`src/rtl/cpu_pkg.sv`:
```
// rtl/cpu_pkg.sv - shared CPU widths, fetch step and reset vector
package cpu_pkg;

   localparam int INSTR_W = 32;
   localparam int ADDR_W  = 32;
   localparam int PC_STEP = 4;

   localparam logic [ADDR_W-1:0] DEFAULT_RESET_PC = 32'hBFC0_0000;

   typedef struct packed {
      logic [INSTR_W-1:0] instr;
      logic [ADDR_W-1:0]  pc;
   } fetch_entry_t;

endpackage

```
`src/rtl/fetch_fifo.sv`:
```
// rtl/fetch_fifo.sv - small in-order FIFO with flush, used for fetch tags and fetched words
module fetch_fifo #(
   parameter int DEPTH = 2,
   parameter int W     = 64
) (
   input  logic                   clk,
   input  logic                   rst_n,
   input  logic                   push,
   input  logic [W-1:0]           push_data,
   input  logic                   pop,
   input  logic                   flush,
   output logic [W-1:0]           head,
   output logic                   full,
   output logic                   empty,
   output logic [$clog2(DEPTH):0] count
);
   localparam int AW = (DEPTH > 1) ? $clog2(DEPTH) : 1;
   localparam int CW = $clog2(DEPTH) + 1;

   logic [W-1:0]  mem [DEPTH];
   logic [AW-1:0] wr_ptr, rd_ptr;
   logic          do_push, do_pop;

   function automatic logic [AW-1:0] ptr_next(input logic [AW-1:0] p);
      return (p == AW'(DEPTH - 1)) ? '0 : p + 1'b1;
   endfunction

   assign empty   = (count == '0);
   assign full    = (count == CW'(DEPTH));
   assign do_pop  = pop && !empty;
   // a full FIFO can still accept a word when the head leaves in the same cycle
   assign do_push = push && (!full || do_pop);
   assign head    = mem[rd_ptr];

   always_ff @(posedge clk or negedge rst_n) begin
      if (!rst_n) begin
         wr_ptr <= '0;
         rd_ptr <= '0;
         count  <= '0;
      end else if (flush) begin
         wr_ptr <= '0;
         rd_ptr <= '0;
         count  <= '0;
      end else begin
         if (do_push) wr_ptr <= ptr_next(wr_ptr);
         if (do_pop)  rd_ptr <= ptr_next(rd_ptr);
         if (do_push && !do_pop)      count <= count + 1'b1;
         else if (!do_push && do_pop) count <= count - 1'b1;
      end
   end

   always_ff @(posedge clk) begin
      if (do_push && !flush) mem[wr_ptr] <= push_data;
   end

endmodule

```
`src/rtl/instr_fetch.sv`:
```
// rtl/instr_fetch.sv - IF stage: PC, credit-limited imem fetch, response tagging, decoder buffer
// Credit is outstanding fetches plus buffered words; a redirect flushes and drops late responses.
module instr_fetch
   import cpu_pkg::*;
#(
   parameter logic [ADDR_W-1:0] RESET_PC   = DEFAULT_RESET_PC,
   parameter int                FIFO_DEPTH = 2
) (
   input  logic               clk,
   input  logic               rst_n,
   output logic               imem_req,
   output logic [ADDR_W-1:0]  imem_addr,
   input  logic               imem_gnt,
   input  logic               imem_rvalid,
   input  logic [INSTR_W-1:0] imem_rdata,
   input  logic               redirect_valid,
   input  logic [ADDR_W-1:0]  redirect_pc,
   output logic               out_valid,
   input  logic               out_ready,
   output logic [INSTR_W-1:0] out_instr,
   output logic [ADDR_W-1:0]  out_pc,
   output logic [ADDR_W-1:0]  out_pc_plus4
);
   localparam int CW = $clog2(FIFO_DEPTH) + 1;

   logic [ADDR_W-1:0] pc, tag_pc, new_pc;
   logic [CW-1:0]     outstanding, drop_cnt, fifo_count;
   logic [CW:0]       credit_used;
   logic              issue, rsp, push, pop;
   logic              tag_empty, tag_full, fifo_empty, fifo_full;
   fetch_entry_t      push_e, head_e;

   assign new_pc      = redirect_pc & ~ADDR_W'(3);
   assign credit_used = {1'b0, outstanding} + {1'b0, fifo_count};
   assign imem_req    = rst_n && !redirect_valid && (credit_used < (CW + 1)'(FIFO_DEPTH));
   assign imem_addr   = pc;
   assign issue       = imem_req && imem_gnt;
   // a response with nothing outstanding is a protocol error and is ignored
   assign rsp         = imem_rvalid && !tag_empty;
   assign push        = rsp && !redirect_valid && (drop_cnt == '0);
   assign pop         = out_ready && !fifo_empty && !redirect_valid;
   assign push_e      = '{instr: imem_rdata, pc: tag_pc};

   always_ff @(posedge clk or negedge rst_n) begin
      if (!rst_n) begin
         pc       <= RESET_PC;
         drop_cnt <= '0;
      end else if (redirect_valid) begin
         pc       <= new_pc;
         drop_cnt <= outstanding + CW'(issue) - CW'(rsp);
      end else begin
         if (issue) pc <= pc + ADDR_W'(PC_STEP);
         if (rsp && drop_cnt != '0) drop_cnt <= drop_cnt - 1'b1;
      end
   end

   // tag queue occupancy doubles as the outstanding-fetch count; never flushed, dropped words still pop it
   fetch_fifo #(.DEPTH(FIFO_DEPTH), .W(ADDR_W)) u_tag_q (
      .clk(clk), .rst_n(rst_n), .push(issue), .push_data(pc), .pop(rsp), .flush(1'b0),
      .head(tag_pc), .full(tag_full), .empty(tag_empty), .count(outstanding)
   );

   fetch_fifo #(.DEPTH(FIFO_DEPTH), .W($bits(fetch_entry_t))) u_out_q (
      .clk(clk), .rst_n(rst_n), .push(push), .push_data(push_e), .pop(pop), .flush(redirect_valid),
      .head(head_e), .full(fifo_full), .empty(fifo_empty), .count(fifo_count)
   );

   assign out_valid    = !fifo_empty;
   assign out_instr    = fifo_empty ? '0 : head_e.instr;
   assign out_pc       = fifo_empty ? '0 : head_e.pc;
   assign out_pc_plus4 = fifo_empty ? '0 : head_e.pc + ADDR_W'(PC_STEP);

   always_ff @(posedge clk) begin
      if (rst_n) begin
         assert (!(imem_rvalid && tag_empty)) else $error("instr_fetch: rvalid with no fetch outstanding");
         assert (!(push && fifo_full && !pop)) else $error("instr_fetch: push into full buffer");
         assert (!(issue && tag_full)) else $error("instr_fetch: issue beyond tag capacity");
      end
   end

endmodule

```
`config.mk`:
```
export PLATFORM = sky130hd
export DESIGN_NAME = instr_fetch
export DESIGN_NICKNAME = d
export VERILOG_FILES = /design/src/rtl/cpu_pkg.sv /design/src/rtl/fetch_fifo.sv /design/src/rtl/instr_fetch.sv
export SDC_FILE = /design/constraint.sdc
export NUM_CORES = 1
export LEC_CHECK = 0
export ABC_AREA = 1
export CAP_MARGIN = 10
export CORE_MARGIN = 4
export CORE_UTILIZATION = 53
export DETAILED_ROUTE_END_ITERATION = 12
export PLACE_DENSITY = 0.83
export SYNTH_ARGS = -nofsm -noshare
export SYNTH_HDL_FRONTEND = slang
export SYNTH_SLANG_ARGS = --single-unit
```
`constraint.sdc`:
```
create_clock -name clk -period 4.9 [get_ports clk]
set_clock_uncertainty 0.05 [all_clocks]
set_input_delay 0.49 -clock clk [delete_from_list [all_inputs] [get_ports clk]]
set_output_delay 0.49 -clock clk [all_outputs]
set_load 0.005 [all_outputs]
```
==> metrics, run 1 <==
#FFs+latches synth=224; max-slew violations=0; cells after synthesis=1195; P_sw=2.290 mW; core area=20170 sq um; most common library cell in the layout ignoring fill and taps=nand2_1; Worst setup EP type=primary output; Critical-path top delay cell=dfrtp_2; fin nets=1459; WHS=0.06283 ns; DRT iter0 DRCs=687; CTS tree=yes; setup TNS=0 ns; fin crit share=0.8055; via count=8697; share of the synthesized area in the top cell type=0.5102; sequential fraction of the synthesis area=0.6037; sw frac=0.3370; maximum clock frequency=253.4 MHz; HP Class=in -> async; initial antenna violation count=0; Yosys cell types=36; clock sink count=224; GRT overflow=0; Final Util=0.6801; class of the most critical setup path=reg -> out; synth warn=0; final setup violation count=0; Routed Wire Length=27070 microns; CTS Buf Count=22; die height=150.9 microns; Worst-path clk slew=0.06 ns; Final Hold Violating Endpoints=0; Post-Syn Area=10830 sq um; Top Ports=200; Max Cap Violations=0; DRC viols=0; Final HPWL DP=18950 microns; clk buf depth=3; worst path cell trace=inv_2 > buf_4 > nand2_1 > nand2_2 > nand2_1 > nor2_1 > nand2_1 > nor2_1 > nand2_1 > nand2_1 > nand2_1 > nor2_1 > clkdlybuf4s50_1; wire per inst=16.24 microns; Slew HR=0.3332; Main synth FF type=edfxtp_1; Antenna Cells=0; H-tree depth=1; vias in the first global route=8488; fraction of layout cells with a size suffix above 1=0.07659; minimum clock period=3.947 ns; Worst path max stage delay=0.53 ns; post-synthesis async set-or-reset flop share=0.1786; Leak Pwr=5.431 nW; Rows=52; leading area contributor after synthesis=edfxtp_1; Avg Cell Area, Syn=9.062 sq um; width of the die=150.9 microns; clock power share=0.244; CTS Hold Bufs=0; largest fanout on the critical path=50; Initial Util=0.5369; required time of the worst setup path=4.36 ns; critical path arrival=3.41 ns; via/cell ratio=5.217; number of enable flip-flop cells after synthesis=184; Antenna Nets Post-Route=0; largest net degree at the start of global routing=85; Die ar.=22780 sq um; CTS root buf=clkbuf_16; Tot Pwr=6.795 mW; port bufs=191; status=completed; total global-route track usage=0.2339; RSZ-0062 raised after global routing=no; routability cong.=0.9082; CP startpoint kind=flip-flop; Syn-to-layout area delta=26.67%; post-cts resize count=0; Post-CTS Setup Inserts=0; pwr/cell area=495.4 nW/um^2; first-pass GRT wire length=42630 microns; largest cells by area after synthesis=edfxtp_1 (51%), nand2_1 (16%), dfrtp_1 (7.2%); Most Frequent Cell on Critical Path=nand2_1; Internal Power=4.506 mW; Peak VDD IR=0.2782 mV; most frequent cells in the layout=nand2_1 (469), clkdlybuf4s50_1 (190), edfxtp_1 (184); Comb pwr share=0.374; Worst-Margin Slew=1.000 ns; Clk Latency, worst-skew pair=0.49 ns; drt pass-1 iters=5; sequential group share of total power=0.382
-- cells by family after synthesis --
logic type,synth area share
other cells,0.0003463
compound gates,0.04506
flops,0.6037
fa+ha+maj,0.008781
xor+xnor,0.01698
simple gates,0.2737
buf+inv,0.05142
-- synthesized netlist by cell type, drive strengths merged (7+ instances only) --
| cell type | n |
|---|---|
| buf | 24 |
| nand3 | 44 |
| dfrtp | 31 |
| nand4 | 8 |
| dfstp | 9 |
| nand2 | 492 |
| clkbuf | 20 |
| inv | 86 |
| edfxtp | 184 |
| nor3 | 16 |
| nor2 | 153 |
| o21ai | 23 |
| o211ai | 7 |
| nand3b | 7 |
| a21oi | 53 |
| xor2 | 19 |
-- critical path: cells and delay by family, from the launching register on --
kind	cells	cell delay, ns
buffers and inverters	3	1.27
AND/OR/NAND/NOR	10	1.12
flip-flops	1	0.53
-- worst paths after layout --
kind,endpoint,startpoint,cells after the start,slack (ns)
hold reg to reg,imem_addr[28],imem_addr[28],2,0.49
hold / removal,drop_cnt[0],rst_n,2,0.06
min in group clk,imem_addr[29],redirect_pc[29],3,0.49
max in group asynchronous,u_out_q.rd_ptr,rst_n,2,4.32
setup reg to reg,u_out_q.mem[0][3],drop_cnt[0],7,1.97
setup / recovery,out_pc_plus4[26],u_out_q.rd_ptr,13,0.95
-- power groups by stage --
stage | Clock, mW | Sequential [mW] | Combinational (mW)
global route | 1.77 | 2.63 | 2.82
global placement | 0 | 2.61 | 2.47
detailed placement | 0 | 2.63 | 2.53
CTS | 1.69 | 2.59 | 2.56
finish | 1.66 | 2.60 | 2.54
floorplan | 0 | 2.53 | 1.32
-- layout make-up --
cell class / instances / area, sq um
inverters: 86 / 322.8
clock inverters: 11 / 117.6
clock buffers: 28 / 604.3
multi-input cells: 846 / 3781
repair buffers: 202 / 2014
fillers: 1571 / 6452
flip-flops and latches: 224 / 6539
well taps: 270 / 337.8
-- stage by stage --
step | instances | worst slack (ns) | area [sq um]
floorplan | 1200 | 0.6778 | 10850
detailed placement | 1628 | 1.483 | 13000
finish | 1667 | 0.9530 | 13720
global route | 1667 | 0.6591 | 13720
global placement | 1628 | 1.488 | 13000
CTS | 1667 | 0.9381 | 13720
-- per-layer routing --
metal	wire length, microns	vias to the layer above	global-route usage
met1	11160	4049	0.3141
met2	13380	353	0.4030
li1	-	4250	-
met5	0	-	0
met4	560	0	0.05938
met3	1976	45	0.03381
-- state kept, by name, indices dropped and copies added (netlist names) --
register	cells
u_out_q.count	2
u_out_q.wr_ptr	1
u_tag_q.wr_ptr	1
imem_addr	30
drop_cnt	2
u_out_q.mem	124
u_tag_q.rd_ptr	1
u_tag_q.mem	60
u_out_q.rd_ptr	1
u_tag_q.count	2
Power figures use the tool's default switching activity.
==> run 2: changes to the inputs <==
Clock period 4.9 ns to 3.9 ns, I/O delays scaled along.
==> run 2 against run 1 <==
Setup slack got worse by 0.72 ns. Register-to-register slack got worse by 0.96 ns. Combinational power is 28% higher. Sequential power increased by 24%. Cell count is 0.24% higher. Sequential cell count unchanged. Count of clock-buffer cells in the layout fell by 2. Critical path type unchanged. First-iteration DRC count down 14%.
==> metrics, run 2 (synthesis results as in run 1) <==
routability cong.=0.9130; cells on worst reg2reg path=9; vias in the first global route=8183; Final Hold Violating Endpoints=0; die height=150.9 microns; Worst R2R Start=u_tag_q.count[0]; Tot Pwr=8.815 mW; Rows=52; Syn-to-layout area delta=28.08%; critical path arrival=3.22 ns; CTS tree=yes; Antenna Cells=0; Max Cap Violations=0; DRC viols=0; CP startpoint kind=flip-flop; CTS root buf=clkbuf_16; Initial Util=0.5369; Leak Pwr=5.505 nW; CTS Buf Count=23; width of the die=150.9 microns; initial antenna violation count=0; maximum clock frequency=273.0 MHz; final setup violation count=0; clk buf depth=3; core area=20170 sq um; Post-Place Worst Slack=0.6865 ns; DRT iter0 DRCs=588; Min-Delay Endpoint=imem_addr[31]; fin crit share=0.9393; most frequent cells in the layout=nand2_1 (469), clkdlybuf4s50_1 (190), edfxtp_1 (184); DP Area=13040 sq um; Top Ports=200; H-tree depth=1; Routed Wire Length=26780 microns; Slew HR=0.3676; Clk Latency, worst-skew pair=0.50 ns; via/cell ratio=5.180; placed cells=1630; most common library cell in the layout ignoring fill and taps=nand2_1; status=completed; RR Endpoint=u_tag_q.mem[1][12]; fraction of layout cells with a size suffix above 1=0.07923; Final HPWL DP=18800 microns; Worst-path clk slew=0.07 ns; pwr/cell area=635.6 nW/um^2; RSZ-0062 raised after global routing=no; required time of the worst setup path=3.46 ns; largest net degree at the start of global routing=84; Worst setup EP type=primary output; Worst-Margin Slew=0.9475 ns; wire per inst=16.03 microns; max FFs per register=124; via count=8656; Post-Layout Cell Count=1671; design area=13870 sq um; drt pass-1 iters=7; Worst Hold Launch=redirect_pc[31]; largest fanout on the critical path=21; Die ar.=22780 sq um; class of the most critical setup path=reg -> out; first-pass GRT wire length=41540 microns; max-slew violations=0; clock sink count=224; fin nets=1463; Antenna Nets Post-Route=0; fin worst setup slack=0.2366 ns; Peak VDD IR=0.3379 mV; largest register by flop count=u_out_q.mem; total global-route track usage=0.2295; Hold Crit Depth=3; R2R Setup Slk=1.01 ns; HP Class=in -> reg; port bufs=191; GRT overflow=0; minimum clock period=3.663 ns
-- run 2: cell type report --
type                            count  area (sq um)
Clock buffer                       26         586.8
Clock inverter                     14         226.5
Fill cell                        1505          6300
Inverter                           86         325.3
Multi-Input combinational cell    846          3784
Sequential cell                   224          6541
Tap cell                          270         337.8
Timing Repair Buffer              205          2068
-- run 2: how the worst max path moves through the flow --
| stage | startpoint | end | slack, ns | depth (start not counted) |
|---|---|---|---|---|
| after floorplan | drop_cnt[0] | u_out_q.mem[0][10] | -0.32 | 6 |
| after global placement | u_out_q.rd_ptr | out_pc_plus4[30] | 0.68 | 13 |
| after detailed placement | u_out_q.rd_ptr | out_pc_plus4[30] | 0.69 | 13 |
| after CTS | u_out_q.rd_ptr | out_pc_plus4[30] | 0.15 | 13 |
| after global routing | u_out_q.rd_ptr | out_pc_plus4[16] | 0.03 | 11 |
| final | u_out_q.rd_ptr | out_pc_plus4[16] | 0.24 | 11 |
-- run 2: routing by layer --
layer,track usage,vias to the layer above,part of all wire
met3,0.02962,38,0.067
met5,0,-,0
met4,0.05893,0,0.020
met1,0.3154,4046,0.43
li1,-,4253,-
met2,0.3894,319,0.48
-- run 2: worst max-delay path, cell delays in order, from the launching register on --
cell             delay (ns)
dfrtp_4                0.61
inv_4                  0.20
nand2_1                0.07
nand2_1                0.15
ha_1                   0.24
inv_1                  0.08
nor2_1                 0.20
nand3_1                0.15
nor2_2                 0.21
a21oi_1                0.10
nor2_1                 0.17
clkdlybuf4s50_1        0.53
-- run 2: metrics by stage --
step | setup TNS [ns] | hold slack [ns] | utilization
floorplan | -39.95 | 0.04441 | -
global placement | 0 | 0.4591 | 0.6463
detailed placement | 0 | 0.4735 | 0.6463
CTS | 0 | 0.3695 | 0.6871
global route | 0 | 0.3987 | 0.6877
finish | 0 | 0.3782 | 0.6877
-- run 2: where the power goes --
part / switching, mW / total, mW / leakage [nW] / internal (mW)
logic: 1.76 / 3.24 / 2.98 / 1.48
clock network: 0.871 / 2.35 / 0.391 / 1.48
registers: 0.259 / 3.23 / 2.13 / 2.97
-- run 2: what timing repair did --
action	4_1_cts	5_1_grt
hold endpoints to repair	31	0
buffers inserted	0	0
setup endpoints to repair	0	17
hold buffers	1	0
gates resized for setup	0	5
